===== src/rtl/piso_pkg.sv =====
// piso_pkg: shared state encoding and width helper for the serial transmit controller.
`default_nettype none

package piso_pkg;

    typedef enum logic [1:0] {
        ST_IDLE  = 2'd0,
        ST_SHIFT = 2'd1,
        ST_GAP   = 2'd2
    } state_t;

    // Counter widths never drop below one bit so degenerate parameters still elaborate.
    function automatic int clog2_min1(input int value);
        int r;
        r = 0;
        while ((1 << r) < value) begin
            r = r + 1;
        end
        return (r < 1) ? 1 : r;
    endfunction

endpackage

`default_nettype wire


===== src/rtl/piso_shift_core.sv =====
// piso_shift_core: parallel-load shift register, shifts left with zero fill, MSB out.
`default_nettype none

module piso_shift_core #(
    parameter int WIDTH = 8
) (
    input  logic             clk,
    input  logic             reset,
    input  logic             clear,
    input  logic             load,
    input  logic             shift,
    input  logic [WIDTH-1:0] load_data,
    output logic             msb
);

    logic [WIDTH-1:0] sr;

    always_ff @(posedge clk or posedge reset) begin
        if (reset) begin
            sr <= '0;
        end else if (clear) begin
            sr <= '0;
        end else if (load) begin
            sr <= load_data;
        end else if (shift) begin
            sr <= {sr[WIDTH-2:0], 1'b0};
        end
    end

    assign msb = sr[WIDTH-1];

endmodule

`default_nettype wire


===== src/rtl/piso_tx_ctrl.sv =====
// piso_tx_ctrl: valid/ready word intake, MSB-first serialisation with per-bit
// clock stretching and an idle gap after each word.
`default_nettype none

module piso_tx_ctrl
    import piso_pkg::*;
#(
    parameter int WIDTH        = 8,
    parameter int CLKS_PER_BIT = 4,
    parameter int GAP_BITS     = 1
) (
    input  logic             clk,
    input  logic             reset,
    input  logic             abort,
    input  logic             in_valid,
    output logic             in_ready,
    input  logic [WIDTH-1:0] in_data,
    output logic             ser_out,
    output logic             frame,
    output logic             busy,
    output logic             word_done
);

    localparam int DW = clog2_min1(CLKS_PER_BIT);
    localparam int BW = clog2_min1(WIDTH);
    localparam int GW = clog2_min1(GAP_BITS);
    localparam logic [DW-1:0] DIV_LAST = DW'(CLKS_PER_BIT - 1);
    localparam logic [BW-1:0] BIT_LAST = BW'(WIDTH - 1);
    localparam logic [GW-1:0] GAP_LAST = GW'((GAP_BITS > 0) ? GAP_BITS - 1 : 0);
    localparam bit            HAS_GAP  = (GAP_BITS > 0);

    state_t        state, next_state;
    logic [DW-1:0] div_cnt;
    logic [BW-1:0] bit_cnt;
    logic [GW-1:0] gap_cnt;
    logic          div_term, last_bit, gap_last, handshake;
    logic          sr_load, sr_shift, sr_clear, sr_msb;

    assign div_term  = (div_cnt == DIV_LAST);
    assign last_bit  = (bit_cnt == BIT_LAST);
    assign gap_last  = (gap_cnt == GAP_LAST);
    assign handshake = (state == ST_IDLE) && in_ready && in_valid && !abort;

    always_ff @(posedge clk or posedge reset) begin
        if (reset) begin
            state    <= ST_IDLE;
            in_ready <= 1'b0;
        end else begin
            state    <= next_state;
            in_ready <= (next_state == ST_IDLE);
        end
    end

    // word_done is not masked by abort: a word whose last bit period completes is reported.
    always_comb begin
        next_state = state;
        sr_load    = 1'b0;
        sr_shift   = 1'b0;
        sr_clear   = 1'b0;
        word_done  = 1'b0;
        case (state)
            ST_IDLE: begin
                if (handshake) begin
                    sr_load    = 1'b1;
                    next_state = ST_SHIFT;
                end
            end
            ST_SHIFT: begin
                if (div_term) begin
                    sr_shift = 1'b1;
                    if (last_bit) begin
                        word_done  = 1'b1;
                        next_state = HAS_GAP ? ST_GAP : ST_IDLE;
                    end
                end
                if (abort) begin
                    sr_clear   = 1'b1;
                    next_state = ST_IDLE;
                end
            end
            ST_GAP: begin
                if (abort || (div_term && gap_last)) begin
                    next_state = ST_IDLE;
                end
            end
            default: begin
                sr_clear   = 1'b1;
                next_state = ST_IDLE;
            end
        endcase
    end

    // Any state change restarts all counters, so none can run past its terminal value.
    always_ff @(posedge clk or posedge reset) begin
        if (reset) begin
            div_cnt <= '0;
            bit_cnt <= '0;
            gap_cnt <= '0;
        end else if (next_state != state) begin
            div_cnt <= '0;
            bit_cnt <= '0;
            gap_cnt <= '0;
        end else if (state != ST_IDLE) begin
            if (div_term) begin
                div_cnt <= '0;
                if (state == ST_SHIFT) begin
                    bit_cnt <= bit_cnt + 1'b1;
                end
                if (state == ST_GAP) begin
                    gap_cnt <= gap_cnt + 1'b1;
                end
            end else begin
                div_cnt <= div_cnt + 1'b1;
            end
        end
    end

    piso_shift_core #(
        .WIDTH (WIDTH)
    ) u_shift_core (
        .clk       (clk),
        .reset     (reset),
        .clear     (sr_clear),
        .load      (sr_load),
        .shift     (sr_shift),
        .load_data (in_data),
        .msb       (sr_msb)
    );

    assign frame   = (state == ST_SHIFT);
    assign busy    = (state == ST_SHIFT) || (state == ST_GAP);
    assign ser_out = frame & sr_msb;

endmodule

`default_nettype wire


===== config.mk =====
export PLATFORM = sky130hd
export DESIGN_NAME = piso_tx_ctrl
export DESIGN_NICKNAME = d
export VERILOG_FILES = /design/src/rtl/piso_pkg.sv /design/src/rtl/piso_shift_core.sv /design/src/rtl/piso_tx_ctrl.sv
export SDC_FILE = /design/constraint.sdc
export NUM_CORES = 1
export LEC_CHECK = 0
export ABC_AREA = 1
export BUFFER_PORTS_ARGS = -buffer_cell sky130_fd_sc_hd__buf_2
export CORE_MARGIN = 4
export CORE_UTILIZATION = 61
export CTS_BUF_LIST = sky130_fd_sc_hd__clkbuf_8
export DETAILED_ROUTE_END_ITERATION = 12
export PLACE_DENSITY_LB_ADDON = 0.08
export RECOVER_POWER = 50
export SKIP_LAST_GASP = 1
export SLEW_MARGIN = 20
export SYNTH_ARGS = -nofsm -noshare
export SYNTH_HDL_FRONTEND = slang
export SYNTH_SLANG_ARGS = --single-unit

===== constraint.sdc =====
create_clock -name clk -period 2.9 [get_ports clk]
set_input_delay 0.29 -clock clk [delete_from_list [all_inputs] [get_ports clk]]
set_output_delay 0.29 -clock clk [all_outputs]
set_load 0.01 [all_outputs]

==> impl_metrics.csv <==
group,metric,value,unit
status,outcome,"complete, no violations",
grt,overflow,0,
placement,placed_cell_area,1080,um^2
pwr,clkPwrFrac,19.7,%
timing,final.setup.tns,0,ns
pwr,comb_power_share,44.1,%
floorplan,dieArea,2330,um^2
timing,worst_pin_slew,0.642,ns
timing,hold_violations,0,
clocking,ctsResizeCount,0,
cells_and_area,layout_common_cells,"23 x inv_1, 23 x nand2_1, 17 x dfrtp_1",
pwr,total_power,0.871,mW
cells_and_area,regArea,425,um^2
pwr,ir_worst_vdd,0.000451,V
yosys,netlist_area,987,um^2
clocking,cts_buffers,3,
route,drt_wl_total,1930,um
critical_path,crit_chain,"inv_1 > ha_1 > nand2_1 > clkinv_2 > nand2_4 > nand3_2 > nand2_1 > o22ai_1",
clocking,htree_levels,1,
clocking,cts_tree,"yes",
critical_path,worstSetupPathType,"reg2reg",
clocking,clk_latency,0.25,ns
pwr,internal_power,0.509,mW
route,firstDrtPassIters,4,
grt,grt_pass1_vias,751,
yosys,yosys.area.top_type_share,43.1,%
critical_path,cpLargestDelayFamily,"simple AND/OR/NAND/NOR gates",
yosys,syn-num-nets,141,
timing,report.final.slew_viol_count,0,
cells_and_area,area_delta_synth_final,13.9,%
pwr,p_leak,0.641,nW
grt,antenna_found_initial,0,
clocking,cts_hold_buf,0,
route,ant_nets,0,
clocking,cts_buffer_depth,2,
cells_and_area,insertedDiodeCount,0,
pwr,switching_share,41.5,%
cells_and_area,utilization,73.8,%
yosys,yosys_warnings,0,
pwr,pwr-share-seq,36.2,%
critical_path,cp.required,3.02,ns
cells_and_area,final_layout_size_suffix_gt1_share,18.4,%
route,drtIter0Drc,14,
pwr,p_sw,0.362,mW
critical_path,arrival,2.03,ns
critical_path,crit_buf_inv,2,
yosys,synth_top_cell_by_area,"dfrtp_1",
clocking,cts_root_buf,"clkbuf_8",
route,route.detailed.drc,0,
route,routedWlPerCell,12.3,um
yosys,yosysUniqueCellTypes,21,
cells_and_area,stdcell_area,1120,um^2
clocking,path_clk_slew,0.06,ns
critical_path,crit_fanout,17,
critical_path,cpPeakStageDelay,0.43,ns
timing,holdWs,0.116,ns
grt,grt_pass1_wl,3080,um
cells_and_area,fin_nets,161,
timing,timing.final.crit_share,65.8,%
placement,io_buffers,16,
yosys,ys_seq_area_share,43.1,%
timing,slew-limit-headroom,57.1,%
clocking,cts_setup_buffers,0,
yosys,syn_avg_cell_area,8.09,um^2
cells_and_area,nFillCells,125,
grt,grt_max_degree,18,
yosys,synth_seq_cells,17,
floorplan,chipWidth,48.2,um
yosys,synth_area_leaders,"dfrtp_1 43%, ha_1 8.9%, nand2_1 8.7%, inv_1 8.4%, o21ai_0 5.6%",
floorplan,initial_core_util,64.8,%
critical_path,end_kind,"register",
timing,clock.fmax,0.524,GHz
floorplan,ioPinCount,17,
floorplan,die_h,48.2,um
timing,rsz0062_at_grt,"false",
placement,hpwl,1430,um
clocking,clock-sinks,17,
grt,grt.total_usage,19.4,%
placement,gp_congestion,0.893,
yosys,syn_inst,122,
timing,finalSetupViolCount,0,
pwr,power.density,775,nW/um^2
min_path,hp-class,"in2async",
critical_path,crit_path_start_kind,"register",
flow_run,maxCapViolCount,0,
critical_path,critPathSlowestCell,"dfrtp_1",
critical_path,cpMostUsedCell,"nand2_1",
floorplan,rows,14,
cells_and_area,multi_input_area,462,um^2
timing,period_needed,1.91,ns
floorplan,core,1520,um^2
route,routed_via_density,5.31,
timing,fin_worst_skew,0.00214,ns
route,via_count,833,
## metal layers
layer | share of wire (%) | global-route usage, % | vias to the layer above
met2 | 44 | 29.2 | 21
met1 | 48 | 25.5 | 380
met5 | 0 | 0 | -
met4 | 1.1 | 10.2 | 0
li1 | - | - | 428
met3 | 6.3 | 4.80 | 4
## logic make-up after synthesis
| group | after synthesis | share of synthesized area [%] |
|---|---|---|
| compound gates | 22 | 12.0 |
| flops | 17 | 43.1 |
| simple gates | 45 | 20.8 |
| fa+ha+maj | 7 | 8.87 |
| buf+inv | 26 | 10.1 |
| mux | 3 | 3.30 |
| xor+xnor | 2 | 1.77 |
## cell type report
type                            count  share of cell area (%)
Clock buffer                        3                    3.67
Tap cell                           16                    1.78
Timing Repair Buffer               16                    6.90
Clock inverter                      1                   0.334
Sequential cell                    17                    37.8
Inverter                           25                    8.45
Multi-Input combinational cell     79                    41.0
## cells in the mapped netlist, drive strengths merged
master,count
nand2,24
inv,23
dfrtp,17
o21ai,12
nor2,11
nand3,9
ha,7
o22ai,7
a21oi,3
clkinv,2
mux2,2
xor2,2
buf,1
mux2i,1
nand4,1
## through the flow
step	std cells	setup slack, ns
finish	157	0.993
global route	157	0.807
CTS	157	1.02
detailed placement	153	1.03
global placement	153	1.12
floorplan	122	1.30
## final timing paths
path / start / end / slack [ns] / depth (start not counted)
max: state[0]$_DFF_PP0_ / u_shift_core.sr[2]$_DFFE_PP0P_ / 0.99 / 8
min in group clk: in_data[0] / u_shift_core.sr[0]$_DFFE_PP0P_ / 0.28 / 3
max reg2reg: state[0]$_DFF_PP0_ / u_shift_core.sr[2]$_DFFE_PP0P_ / 0.99 / 8
max in group asynchronous: reset / div_cnt[0]$_DFFE_PP0P_ / 2.37 / 2
min reg2reg: u_shift_core.sr[7]$_DFFE_PP0P_ / u_shift_core.sr[7]$_DFFE_PP0P_ / 0.54 / 2
min: reset / u_shift_core.sr[4]$_DFFE_PP0P_ / 0.12 / 2
## flip-flops by register name (all words and copies together), names as in the netlist
register / cells
bit_cnt: 3
div_cnt: 2
gap_cnt: 1
in_ready: 1
state: 2
u_shift_core.sr: 8
## power by group through the flow
stage	registers (mW)	clock network (mW)	logic, mW
final	0.315	0.172	0.384
after global routing	0.319	0.189	0.436
after CTS	0.314	0.177	0.386
after detailed placement	0.318	0	0.383
after global placement	0.316	0	0.374
after floorplan	0.313	0	0.294
No activity file was read; power rests on OpenSTA's default activity.
